File: src/rtl/mem_port_arbiter_pkg.sv
// Shared widths and FSM state encoding for the memory port arbiter.
package mem_port_arbiter_pkg;

  localparam int PKG_DW     = 16;  // array word width
  localparam int PKG_AW     = 4;   // row address width (16 rows)
  localparam int PKG_MEM_AW = 12;  // array address port width
  localparam int MEM_DEPTH  = 16;

  typedef enum logic [1:0] {
    ST_IDLE   = 2'd0,
    ST_ACCESS = 2'd1,
    ST_RESP   = 2'd2
  } state_t;

endpackage

File: src/rtl/mem_port_arbiter_rr_grant.sv
// Round-robin one-hot picker: first valid requester starting at i_ptr, wrapping mod NREQ.
module rr_grant #(
  parameter int NREQ = 2,
  parameter int PW   = 1
) (
  input  logic [NREQ-1:0] i_valid,
  input  logic [PW-1:0]   i_ptr,
  output logic [NREQ-1:0] o_grant,
  output logic [PW-1:0]   o_idx,
  output logic            o_any
);

  // Scan ptr, ptr+1, ... and stop at the first valid requester.
  always_comb begin
    int j;
    o_grant = '0;
    o_idx   = '0;
    o_any   = 1'b0;
    j       = 0;
    for (int k = 0; k < NREQ; k++) begin
      j = int'(i_ptr) + k;
      if (j >= NREQ) j = j - NREQ;
      if (!o_any && i_valid[j]) begin
        o_grant[j] = 1'b1;
        o_idx      = j[PW-1:0];
        o_any      = 1'b1;
      end
    end
  end

endmodule

File: src/rtl/mem_port_arbiter.sv
// Round-robin arbiter sharing one 16x16 DFF array between NREQ requesters.
// Each access is IDLE -> ACCESS -> RESP. Array strobes come from a falling-edge
// flop so they never move while clk is high and the array's gated row clock
// rises cleanly on the ACCESS->RESP edge.
//
//   state     | meaning
//   ST_IDLE   | offering a grant; handshake latches the request
//   ST_ACCESS | address/data stable; strobes launched at mid-cycle
//   ST_RESP   | write committed / read data captured; rsp_valid pulse
module mem_port_arbiter
  import mem_port_arbiter_pkg::*;
#(
  parameter int NREQ   = 2,
  parameter int DW     = PKG_DW,
  parameter int AW     = PKG_AW,
  parameter int MEM_AW = PKG_MEM_AW
) (
  input  logic              i_clk,
  input  logic              i_rst,
  input  logic [NREQ-1:0]   i_req_valid,
  output logic [NREQ-1:0]   o_req_ready,
  input  logic [NREQ-1:0]   i_req_we,
  input  logic [NREQ*AW-1:0] i_req_addr,
  input  logic [NREQ*DW-1:0] i_req_wdata,
  output logic [NREQ-1:0]   o_rsp_valid,
  output logic [DW-1:0]     o_rsp_rdata,
  output logic              o_busy,
  output logic [MEM_AW-1:0] o_mem_addr,
  output logic [DW-1:0]     o_mem_din,
  input  logic [DW-1:0]     i_mem_dout,
  output logic              o_mem_cs,
  output logic              o_mem_we
);

  localparam int PW = (NREQ > 1) ? $clog2(NREQ) : 1;
  localparam logic [PW-1:0] LAST_IDX = PW'(NREQ - 1);

  state_t          r_state;
  logic [PW-1:0]   r_rr_ptr;
  logic [PW-1:0]   r_grant_q;
  logic            r_we_q;
  logic [NREQ-1:0] r_rsp_valid;
  logic [DW-1:0]   r_rsp_rdata;
  logic [MEM_AW-1:0] r_mem_addr;
  logic [DW-1:0]   r_mem_din;
  logic            r_mem_cs;
  logic            r_mem_we;

  logic [NREQ-1:0] w_grant;
  logic [PW-1:0]   w_grant_idx;
  logic            w_any;
  logic            w_hs;
  logic [PW-1:0]   w_next_ptr;
  logic [AW-1:0]   w_sel_addr;
  logic [DW-1:0]   w_sel_wdata;
  logic            w_sel_we;
  logic [NREQ-1:0] w_one;

  rr_grant #(
    .NREQ (NREQ),
    .PW   (PW)
  ) u_rr_grant (
    .i_valid (i_req_valid),
    .i_ptr   (r_rr_ptr),
    .o_grant (w_grant),
    .o_idx   (w_grant_idx),
    .o_any   (w_any)
  );

  assign o_req_ready = (r_state == ST_IDLE) ? w_grant : '0;
  assign w_hs        = (r_state == ST_IDLE) && w_any;
  assign w_next_ptr  = (w_grant_idx == LAST_IDX) ? '0 : w_grant_idx + PW'(1);
  assign w_one       = {{(NREQ-1){1'b0}}, 1'b1};

  // Mux the winning requester's fields using the one-hot grant.
  always_comb begin
    w_sel_addr  = '0;
    w_sel_wdata = '0;
    w_sel_we    = 1'b0;
    for (int i = 0; i < NREQ; i++) begin
      if (w_grant[i]) begin
        w_sel_addr  = i_req_addr[i*AW +: AW];
        w_sel_wdata = i_req_wdata[i*DW +: DW];
        w_sel_we    = i_req_we[i];
      end
    end
  end

  // Transaction FSM with its datapath and response registers.
  always_ff @(posedge i_clk) begin
    if (i_rst) begin
      r_state     <= ST_IDLE;
      r_rr_ptr    <= '0;
      r_grant_q   <= '0;
      r_we_q      <= 1'b0;
      r_rsp_valid <= '0;
      r_rsp_rdata <= '0;
      r_mem_addr  <= '0;
      r_mem_din   <= '0;
    end else begin
      case (r_state)
        ST_IDLE: begin
          r_rsp_valid <= '0;
          if (w_hs) begin
            r_mem_addr <= {{(MEM_AW-AW){1'b0}}, w_sel_addr};
            r_mem_din  <= w_sel_wdata;
            r_we_q     <= w_sel_we;
            r_grant_q  <= w_grant_idx;
            r_rr_ptr   <= w_next_ptr;
            r_state    <= ST_ACCESS;
          end
        end
        ST_ACCESS: begin
          // Write responses carry zero so stale array data never leaks out.
          r_rsp_rdata <= r_we_q ? '0 : i_mem_dout;
          r_rsp_valid <= w_one << r_grant_q;
          r_state     <= ST_RESP;
        end
        ST_RESP: begin
          r_rsp_valid <= '0;
          r_state     <= ST_IDLE;
        end
        default: begin
          r_rsp_valid <= '0;
          r_state     <= ST_IDLE;
        end
      endcase
    end
  end

  // Array strobes on the falling edge: high from mid-ACCESS to mid-RESP.
  always_ff @(negedge i_clk) begin
    if (i_rst) begin
      r_mem_cs <= 1'b0;
      r_mem_we <= 1'b0;
    end else begin
      r_mem_cs <= (r_state == ST_ACCESS);
      r_mem_we <= (r_state == ST_ACCESS) & r_we_q;
    end
  end

  assign o_rsp_valid = r_rsp_valid;
  assign o_rsp_rdata = r_rsp_rdata;
  assign o_busy      = (r_state != ST_IDLE);
  assign o_mem_addr  = r_mem_addr;
  assign o_mem_din   = r_mem_din;
  assign o_mem_cs    = r_mem_cs;
  assign o_mem_we    = r_mem_we;

endmodule
File: config.mk
export PLATFORM = sky130hd
export DESIGN_NAME = mem_port_arbiter
export DESIGN_NICKNAME = d
export VERILOG_FILES = /design/src/rtl/mem_port_arbiter_pkg.sv /design/src/rtl/mem_port_arbiter_rr_grant.sv /design/src/rtl/mem_port_arbiter.sv
export SDC_FILE = /design/constraint.sdc
export NUM_CORES = 1
export LEC_CHECK = 0
export CORE_ASPECT_RATIO = 1.1
export CORE_MARGIN = 2
export CORE_UTILIZATION = 30
export CTS_BUF_LIST = sky130_fd_sc_hd__clkbuf_16
export DETAILED_ROUTE_END_ITERATION = 8
export HOLD_SLACK_MARGIN = 0.1
export PLACE_DENSITY = 0.66
export SETUP_SLACK_MARGIN = 0.05
export SYNTH_ARGS = -nofsm -noshare
export SYNTH_HDL_FRONTEND = slang
export SYNTH_SLANG_ARGS = --single-unit
File: constraint.sdc
create_clock -name i_clk -period 2.1 [get_ports i_clk]
set_input_delay 0.42 -clock i_clk [delete_from_list [all_inputs] [get_ports i_clk]]
set_output_delay 0.42 -clock i_clk [all_outputs]
set_load 0.005 [all_outputs]
Word level (Yosys, flattened, before mapping)
Cells that the tools add are included.
- register bits after elaboration: 45
- memories: 0
- memory bits (writable): 0
- bits in latches: 0
- input bits: 62
- ROM bits: 0
- output and inout port bits: 51
- multiplexer cells: 29
- div/mod/pow operators: 0
- bitwise gates (word level): 3
- shift operators: 1
- equal/unequal tests: 2
- multipliers: 0
- order comparisons: 6
- add/subtract/negate cells: 4
- reduce and logical (&&, ||, !) cells: 9
- operators with widths (cell ; count):
    greater-or-equal comparator 32 x 1 -> 1 bit, second input constant ; 2
    less-than comparator 32 x 3 -> 1 bit, second input constant ; 2
    two-way mux 32 bit ; 2
    two-way mux 16 bit ; 3
    greater-or-equal comparator 32 x 3 -> 1 bit, second input constant ; 1
    subtractor 32 x 3 -> 32 bit, second input constant ; 1
    two-way mux 1 bit ; 15
    two-way mux 2 bit ; 4
    two-way mux 4 bit ; 2
    logical AND 1 bit ; 4
    case mux 2 bit (2 select lines) ; 1
    subtractor 1 x 2 -> 3 bit, second input constant ; 1
    adder 1 x 1 -> 2 bit, second input constant ; 1
    demux 1 bit (select 1 bit) ; 2
    == test 2 x 1 -> 1 bit, second input constant ; 1
    greater-or-equal comparator 1 x 2 -> 1 bit, second input constant ; 1
    logical NOT 2 bit ; 1
    inequality test 2 bit, second input constant ; 1
    OR 2 bit ; 1
    AND reduction 2 bit ; 1
    nonzero test 2 bit ; 1
    OR reduction 2 bit ; 1
    left shift 1 x 1 -> 2 bit, first input constant ; 1
    adder 1 bit, second input constant ; 1
    3 further kinds ; 3

Depth between registers and ports, before layout
Gate-level depths: netlist (run 1).
- depth in word-level cells: 12
- gate-level depth with buffers: 5
- depth with buffers taken out: 4

Modules after synthesis
A second synthesis (run 1) with hierarchy kept.
- cells, all modules: 178
- area, all modules: 1855.5 µm²
- modules (own cells, without submodules) (module ; cells an instance ; area each (µm²) ; seq. area each (µm²) ; times used):
    mem_port_arbiter ; 173 ; 1823.0 ; 900.9 ; 1
    rr_grant ; 5 ; 32.5 ; 0.0 ; 1

==> summary.md, run 1 <==
| Metric | Value |
|---|---|
| Outcome | `finished with violations` |
| Violated checks | `negative setup slack` |
| Final setup margin | `-111 ps` |
| Post-DP HPWL | `4.12 mm` |
| Seq/Total Area, Yosys | `48.5%` |
| Grt ovf | `0` |
| Pin count of the biggest net entering global routing | `26` |
| Mapped cell area | `1860 um2` |
| CP Capture Type | `primary output` |
| Max_cap viols | `0` |
| RSZ-0062 raised after global routing | `true` |
| Bufs and invs on worst path | `1` |
| Power Density | `749 nW/um2` |
| Relative slew slack | `54.9%` |
| Tot GR Track Use | `16.5%` |
| Antenna violations before repair | `0` |
| Fillcell total | `572` |
| Worst Skew | `69.2 ps` |
| Area Growth Syn to Fin | `72.7%` |
| CTS tree | `done` |
| Number of synthesized flops with an enable pin | `0` |
| Worst path arrival time | `1790 ps` |
| Clock transition at path regs | `60 ps` |
| Buffers from clock root to sink, at most | `2` |
| Seq cells post-synth | `45` |
| Post-route cell area | `3210 um2` |
| Setup violators final | `2` |
| # IOs | `113` |
| Final antenna-violating net count | `0` |
| Setup crit start kind | `flop` |
| Synth Flop Type | `dfxtp_1` |
| Initial Util | `30.5%` |
| Cells after Synth | `202` |
| Via/cell ratio | `5.08` |
| Placed cell area | `3000 um2` |
| Cell taking the most area after synthesis | `dfxtp_1` |
| H-tree Lvls | `2` |
| Via Count | `1986` |
| Critical setup path kind | `flop to primary output` |
| Vias in the first global route | `1858` |
| Min-Delay Path Class | `flop to flop` |
| Drt pass-1 iters | `4` |
| DR iter-0 viols | `65` |
| Num CTS Buffers | `5` |
| Critical path fanouts, max | `1` |
| Leakage | `1.25 nW` |
| Worst Path Required | `1680 ps` |
| Worst ir drop on vdd | `0.447 mV` |
| Nets | `371` |
| Top post-synthesis cells by area | `dfxtp_1 49%, nand4_1 13%, a22o_1 7.5%, a31oi_1 6.7%, o21ai_0 5.7%` |
| Slew Limit Fails | `0` |
| Commonest non-fill, non-tap cell in the layout | `clkdlybuf4s50_1` |
| Yosys warnings | `0` |
| Die H | `86.5 um` |
| WL per Instance | `14.5 um` |
| Row Count | `30` |
| Layout cells sized above 1 | `11.9%` |
| Final Hold Vio Count | `0` |
| Clock network latency to the later pin of the worst-skew pair | `340 ps` |
| CP Cell Sequence | `buf_2` |
| Number of remaining DRC errors | `0` |
| Full die area | `6840 um2` |
| Clock sink count | `45` |
| Commonest cells after routing, fill and taps aside | `96 x clkdlybuf4s50_1, 45 x dfxtp_1, 40 x nand4_1` |
| Root Driver | `clkbuf_16` |
| CP max-delay cell | `dfxtp_1` |
| Routability congestion estimate | `0.720` |
| Global-route wire length before repair | `9.02 mm` |
| Routed Wire Length | `5.67 mm` |
| PortBufs | `104` |
| Final cell utilization of the core | `52.7%` |
| FFs w/ async S/R, synth | `0%` |
| Die width | `79.0 um` |
| CP delay by family, top | `flip-flops` |
| CORE AREA | `6080 um2` |
| Syn Area/Cell | `9.19 um2` |
| Synth unique cells | `25` |
| Slowest stage delay, CP | `280 ps` |
| Least-Margin Pin Slew | `677 ps` |
| Synth top area share | `48.5%` |
| Number of setup buffers added after CTS | `0` |
==> sequential cells by signal, indices dropped and copies added (netlist names) <==
signal and count:
r_we_q 1, o_mem_din 16, o_mem_cs 1, o_mem_addr 4, r_state 2, o_mem_we 1, r_rr_ptr 1, o_rsp_valid 2
r_grant_q 1, o_rsp_rdata 16
==> what timing repair did <==
item	CTS	global route
pin swaps	0	1
hold buffers	0	0
resized for setup	12	8
cloned	0	0
endpoints found under the setup margin	23	17
==> worst paths after layout <==
kind	from	to	slack, ps	depth (start not counted)
setup / recovery	o_mem_cs	o_mem_cs	-110	1
hold / removal	r_grant_q	o_rsp_valid[0]	440	1
setup reg to reg	r_state[1]	o_mem_we	180	3
hold reg to reg	r_grant_q	o_rsp_valid[0]	440	1
==> final cells by class <==
| cell class | instances | area, um2 | share of cell area [%] |
|---|---|---|---|
| repair buffers | 123 | 1190 | 37.1 |
| clock inverters | 5 | 62.6 | 1.95 |
| flip-flops and latches | 45 | 901 | 28.1 |
| inverters | 5 | 18.8 | 0.585 |
| diodes | 1 | 2.50 | 0.0780 |
| well taps | 80 | 100 | 3.12 |
| multi-input cells | 127 | 807 | 25.2 |
| clock buffers | 5 | 125 | 3.90 |
==> metrics by stage <==
stage / instances / setup TNS (ps) / power (W) / hold WS (ps) / worst slack, ps
after floorplan: 209 / -135 / 0.00118 / 400 / -120
after global placement: 381 / -4910 / 0.00148 / 434 / -407
after detailed placement: 381 / -5400 / 0.00148 / 436 / -420
after CTS: 390 / -230 / 0.00242 / 444 / -119
after global routing: 390 / -259 / 0.00251 / 469 / -137
final: 391 / -217 / 0.00240 / 438 / -111
==> Yosys cell counts (2+ instances only) <==
master    instances
clkbuf_1         20
a22o_1           16
a21oi_1           4
a31oi_1          20
dfxtp_1          45
o21ai_0          21
inv_1             6
nand3_1           3
and2_1            2
nor3_1            2
buf_4             8
nand4_1          40
nor2_1            3
==> where the power goes <==
group	internal, W	switching (W)	total (W)
sequential	0.000921	0.0000318	0.000953
clock	0.000623	0.000316	0.000939
combinational	0.000299	0.000210	0.000509
total	0.00184	0.000558	0.00240
==> worst reg2reg max path: cells and delay by family (launching register included) <==
| family | cells | cell delay (ps) |
|---|---|---|
| AND/OR/NAND/NOR | 2 | 510 |
| buffers and inverters | 1 | 60 |
| flip-flops | 1 | 310 |
==> per-layer routing <==
layer / wire length (um) / up-vias / track usage, %
li1: - / 972 / -
met1: 2480 / 932 / 20.8
met2: 2730 / 74 / 28.3
met3: 366 / 8 / 3.02
met4: 93 / 0 / 5.80
met5: 0 / - / 0
==> cells by family after synthesis <==
group           Yosys count  share of synthesized area, %
buf+inv                  37                          10.2
simple gates             57                          19.6
compound gates           62                          21.5
flops                    45                          48.5
other cells               1                         0.202
(Power assumes the default switching activity.)
==> run 2: changes to the inputs <==
--- a/config.mk
+++ b/config.mk
@@ -5,6 +5,7 @@
 export SDC_FILE = /design/constraint.sdc
 export NUM_CORES = 1
 export LEC_CHECK = 0
+export ABC_AREA = 0
 export CORE_ASPECT_RATIO = 1.1
 export CORE_MARGIN = 2
 export CORE_UTILIZATION = 30
@@ -13,6 +14,7 @@
 export HOLD_SLACK_MARGIN = 0.1
 export PLACE_DENSITY = 0.66
 export SETUP_SLACK_MARGIN = 0.05
+export SLEW_MARGIN = 20
 export SYNTH_ARGS = -nofsm -noshare
 export SYNTH_HDL_FRONTEND = slang
 export SYNTH_SLANG_ARGS = --single-unit
==> constraint.sdc (replaced) <==
create_clock -name i_clk -period 2.13 [get_ports i_clk]
set_input_delay 0.426 -clock i_clk [delete_from_list [all_inputs] [get_ports i_clk]]
set_output_delay 0.426 -clock i_clk [all_outputs]
set_load 0.005 [all_outputs]
==> summary.md, run 2 (synthesized netlist as in run 1, its figures left out) <==
| Metric | Value |
|---|---|
| Slew Limit Fails | `0 (unchanged)` |
| Placed cell area | `2990 um2 (-0.50%)` |
| Bufs and invs on worst path | `1 (unchanged)` |
| Violated checks | `negative setup slack` |
| Worst slack at placement | `-404 ps (+16.1 ps)` |
| Commonest non-fill, non-tap cell in the layout | `clkdlybuf4s50_1` |
| CP Cell Sequence | `buf_2` |
| Layout cells sized above 1 | `11.3% (-0.65 points)` |
| Area Growth Syn to Fin | `70.5%` |
| Least-Margin Pin Slew | `722 ps (+45.0 ps)` |
| Final setup margin | `-107 ps (+3.44 ps)` |
| Global-route wire length before repair | `9.09 mm (+0.77%)` |
| RSZ-0062 raised after global routing | `true` |
| Power Density | `738 nW/um2 (-1.4%)` |
| CP Capture Type | `primary output` |
| Hold Path Origin | `r_grant_q` |
| Hold endpoint | `o_rsp_valid[0]` |
| FF-to-FF End | `o_mem_we` |
| Antenna violations before repair | `0 (unchanged)` |
| WL per Instance | `15.0 um (+3.4%)` |
| Num CTS Buffers | `5 (unchanged)` |
| Clock network latency to the later pin of the worst-skew pair | `350 ps (about the same)` |
| Routed Wire Length | `5.84 mm (+3.1%)` |
| Outcome | `finished with violations` |
| Max_cap viols | `0 (unchanged)` |
| Commonest cells after routing, fill and taps aside | `99 x clkdlybuf4s50_1, 45 x dfxtp_1, 40 x nand4_1` |
| Die width | `79.0 um (unchanged)` |
| Worst Hold Depth | `1 (unchanged)` |
| Initial Util | `30.5% (unchanged)` |
| CORE AREA | `6080 um2 (unchanged)` |
| Relative slew slack | `51.9% (-3.0 points)` |
| H-tree Lvls | `2 (unchanged)` |
| Critical setup path kind | `flop to primary output` |
| Via Count | `2024 (+1.9%)` |
| CP max-delay cell | `dfxtp_1` |
| Dpl cells | `379 (-0.52%)` |
| Leakage | `1.20 nW (-4.5%)` |
| Final Hold Vio Count | `0 (unchanged)` |
| Setup_tns | `-213 ps (+3.87 ps)` |
| Drt pass-1 iters | `4 (unchanged)` |
| Setup violators final | `2 (unchanged)` |
| Via/cell ratio | `5.19 (+2.2%)` |
| CP delay by family, top | `flip-flops` |
| Number of remaining DRC errors | `0 (unchanged)` |
| PortBufs | `104 (unchanged)` |
| Fin cells | `390 (-0.26%)` |
| Die H | `86.5 um (unchanged)` |
| Clock sink count | `45 (unchanged)` |
| Pin count of the biggest net entering global routing | `26 (unchanged)` |
| Final antenna-violating net count | `0 (unchanged)` |
| Vias in the first global route | `1944 (+4.6%)` |
| Worst r2r src | `r_state[1]` |
| Worst path arrival time | `1810 ps (+20 ps)` |
| CTS tree | `done` |
| R2R depth | `3 (unchanged)` |
| Worst ir drop on vdd | `0.401 mV (-10%)` |
| Worst Skew | `67.7 ps (-1.45 ps)` |
| Worst Path Required | `1700 ps (+20 ps)` |
| Slowest stage delay, CP | `280 ps (about the same)` |
| Grt ovf | `0 (unchanged)` |
| Post-route cell area | `3170 um2 (-1.3%)` |
| Full die area | `6840 um2 (unchanged)` |
| Routability congestion estimate | `0.734 (+2.1%)` |
| DR iter-0 viols | `100 (+54%)` |
| Clock transition at path regs | `60 ps (about the same)` |
| Post-DP HPWL | `4.14 mm (+0.31%)` |
| Root Driver | `clkbuf_16` |
| Reg2reg setup slack | `160 ps (-20 ps)` |
| Nets | `371 (unchanged)` |
| # IOs | `113 (unchanged)` |
| ANT cells | `0 (-1)` |
| Setup crit start kind | `flop` |
| Min-Delay Path Class | `flop to flop` |
| Critical path fanouts, max | `1 (unchanged)` |
| Row Count | `30 (unchanged)` |
| Final cell utilization of the core | `52.1% (-0.68 points)` |
| Tot GR Track Use | `16.7% (+0.20 points)` |
| Buffers from clock root to sink, at most | `2 (unchanged)` |
[run 2: how the worst max path moves through the flow]
stage | end | cells after the start | startpoint
global placement | o_mem_we | 4 | i_rst
CTS | o_mem_cs | 1 | o_mem_cs
detailed placement | o_mem_we | 4 | i_rst
finish | o_mem_cs | 1 | o_mem_cs
global route | o_mem_cs | 1 | o_mem_cs
floorplan | o_mem_we | 4 | i_rst
[run 2: power by group]
part	internal [W]	switching (W)	leakage, nW
combinational	0.000289	0.000206	0.737
clock	0.000560	0.000337	0.0907
sequential	0.000908	0.0000368	0.369
[run 2: what timing repair did]
| item | 4_1_cts | 5_1_grt |
|---|---|---|
| buffers inserted | 2 | 0 |
| setup endpoints to repair | 14 | 3 |
| hold buffers | 0 | 0 |
| resized for setup | 11 | 0 |
| pin swaps | 2 | 1 |
[run 2: cell type report]
class,count,area (um2)
Tap cell,80,100
Inverter,5,18.8
Sequential cell,45,901
Clock buffer,5,125
Timing Repair Buffer,123,1170
Fill cell,567,2920
Multi-Input combinational cell,127,797
Clock inverter,5,53.8
[run 2: worst register-to-register path, stage by stage (launching register included)]
cell and delay, ps:
dfxtp_1 350, or3b_4 390, inv_2 60, and2_1 110
[run 2: per-stage QoR]
| stage | total power, W | hold slack (ps) |
|---|---|---|
| 6_report | 0.00234 | 448 |
| 5_1_grt | 0.00245 | 479 |
| 4_1_cts | 0.00236 | 447 |
| 3_5_place_dp | 0.00146 | 436 |
| 3_3_place_gp | 0.00145 | 428 |
| 2_1_floorplan | 0.00117 | 400 |
[run 2: layer usage]
metal  wire length, um  GRT usage (%)  share of wire, %
met1              2510           20.9                43
met3               380           3.13               6.5
met4               136           7.99               2.3
met5                 0              0                 0
met2              2810           27.7                48
==> run 3: changes to the inputs <==
--- a/config.mk
+++ b/config.mk
@@ -7,7 +7,7 @@
 export LEC_CHECK = 0
 export ABC_AREA = 0
 export CORE_ASPECT_RATIO = 1.1
-export CORE_MARGIN = 2
+export CORE_MARGIN = 4
 export CORE_UTILIZATION = 30
 export CTS_BUF_LIST = sky130_fd_sc_hd__clkbuf_16
 export DETAILED_ROUTE_END_ITERATION = 8
==> constraint.sdc (replaced) <==
create_clock -name i_clk -period 2.8 [get_ports i_clk]
set_input_delay 0.56 -clock i_clk [delete_from_list [all_inputs] [get_ports i_clk]]
set_output_delay 0.56 -clock i_clk [all_outputs]
set_load 0.005 [all_outputs]
==> summary.md, run 3 (synthesized netlist as in run 1, its figures left out) <==
| Metric | Value |
|---|---|
| Worst path arrival time | `2150 ps (+340 ps)` |
| Bufs and invs on worst path | `1 (unchanged)` |
| DR iter-0 viols | `98 (-2.0%)` |
| Fillcell total | `588 (+3.7%)` |
| Final antenna-violating net count | `0 (unchanged)` |
| Row Count | `29 (-3.3%)` |
| Clock network latency to the later pin of the worst-skew pair | `350 ps (about the same)` |
| Routed Wire Length | `5.76 mm (-1.4%)` |
| Number of remaining DRC errors | `0 (unchanged)` |
| Worst Path Required | `2240 ps (+540 ps)` |
| Setup violators final | `0 (-2)` |
| Worst Skew | `70.2 ps (+2.50 ps)` |
| Pin count of the biggest net entering global routing | `29 (+12%)` |
| Antenna violations before repair | `0 (unchanged)` |
| Outcome | `complete, no violations` |
| Die width | `83.0 um (+5.1%)` |
| Root Driver | `clkbuf_16` |
| Critical path fanouts, max | `1 (unchanged)` |
| CORE AREA | `5880 um2 (-3.3%)` |
| Num CTS Buffers | `5 (unchanged)` |
| Vias in the first global route | `1944 (unchanged)` |
| Critical setup path kind | `flop to primary output` |
| Max_cap viols | `0 (unchanged)` |
| Slew Limit Fails | `0 (unchanged)` |
| H-tree Lvls | `2 (unchanged)` |
| Die H | `90.5 um (+4.6%)` |
| Worst slack at placement | `-235 ps (+169 ps)` |
| CP Cell Sequence | `buf_2` |
| Area of the multi-input gates | `793 um2 (-0.47%)` |
| CP max-delay cell | `dfxtp_1` |
| Clock transition at path regs | `60 ps (about the same)` |
| Full die area | `7510 um2 (+9.9%)` |
| Clock sink count | `45 (unchanged)` |
| Total power | `0.00169 W (-27%)` |
| Sequential cell area | `901 um2 (unchanged)` |
| Fin cells | `380 (-2.6%)` |
| Final Hold Vio Count | `0 (unchanged)` |
| CTS tree | `done` |
| PortBufs | `104 (unchanged)` |
| Min-Delay Path Class | `flop to flop` |
| Initial Util | `31.6% (+1.1 points)` |
| Layout cells sized above 1 | `8.25% (-3.0 points)` |
| Final cell utilization of the core | `52.6% (+0.50 points)` |
| Commonest cells after routing, fill and taps aside | `102 x clkdlybuf4s50_1, 45 x dfxtp_1, 40 x nand4_1` |
| Worst ir drop on vdd | `0.316 mV (-21%)` |
| Commonest non-fill, non-tap cell in the layout | `clkdlybuf4s50_1` |
| Routability congestion estimate | `0.727 (-0.98%)` |
| Global-route wire length before repair | `9.40 mm (+3.5%)` |
| Final setup margin | `91.2 ps (+199 ps)` |
| Post-DP HPWL | `4.12 mm (-0.29%)` |
| Setup crit start kind | `flop` |
| Setup_tns | `0 ps (+213 ps)` |
| Via/cell ratio | `5.18 (-0.11%)` |
| Tot GR Track Use | `15.1% (-1.6 points)` |
| Post-CTS Hold Buffers | `0 (unchanged)` |
| Buffers from clock root to sink, at most | `2 (unchanged)` |
| WL per Instance | `15.2 um (+1.2%)` |
| Nets | `364 (-1.9%)` |
| Slowest stage delay, CP | `290 ps (about the same)` |
| # IOs | `113 (unchanged)` |
| Dpl cells | `371 (-2.1%)` |
| CP Capture Type | `primary output` |
| Grt ovf | `0 (unchanged)` |
| Drt pass-1 iters | `5 (+1)` |
| ANT cells | `0 (unchanged)` |
| Power Density | `549 nW/um2 (-26%)` |
| CP delay by family, top | `flip-flops` |
| Via Count | `1970 (-2.7%)` |
| Reg2reg setup slack | `430 ps (+270 ps)` |
| Area Growth Syn to Fin | `66.4%` |
| Leakage | `1.16 nW (-2.9%)` |
| RSZ-0062 raised after global routing | `false` |
-- run 3: cell count changes in the layout (fill, tap and decap cells not counted) --
cell,before,now
buf_4,19,12
clkdlybuf4s50_1,99,102
dlygate4sd2_1,3,0
a21oi_1,3,4
a21oi_2,1,0
bufinv_16,1,0
bufinv_8,0,1
clkinv_1,0,1
clkinv_2,0,1
clkinv_4,1,0
clkinvlp_4,1,0
inv_1,6,7
inv_2,1,0
-- run 3: where the power goes --
| group | switching [W] | internal [W] | total [W] |
|---|---|---|---|
| Sequential | 0.0000270 | 0.000690 | 0.000717 |
| Clock | 0.000243 | 0.000373 | 0.000616 |
| Combinational | 0.000151 | 0.000211 | 0.000362 |
-- run 3: per-layer routing --
metal	routed length, um	GRT usage (%)
met3	653	6.20
met5	0	0
met4	63	4.50
met1	2380	17.6
met2	2660	25.3
-- run 3: area by class of cell --
type / count / share of cell area [%]
clock inverters: 5 / 1.09
clock buffers: 5 / 4.05
inverters: 5 / 0.608
well taps: 77 / 3.12
flip-flops and latches: 45 / 29.2
repair buffers: 116 / 36.3
multi-input cells: 127 / 25.7
-- run 3: path summary, 6_finish.rpt --
check / depth (start not counted) / start / endpoint
worst max-delay path: 1 / o_mem_cs / o_mem_cs
worst min register to register: 1 / r_grant_q / o_rsp_valid[0]
worst min-delay path: 1 / r_grant_q / o_rsp_valid[0]
worst max register to register: 3 / r_state[0] / o_mem_we
-- run 3: stage by stage --
step	hold slack [ps]	area, um2
floorplan	400	1880
global placement	437	2940
detailed placement	443	2940
CTS	463	3090
global route	485	3090
finish	453	3090
-- run 3: repair_timing --
item,in CTS,in global routing
setup buffers,0,0
setup endpoints to repair,2,0
resized for setup,8,0
hold endpoints to repair,0,0
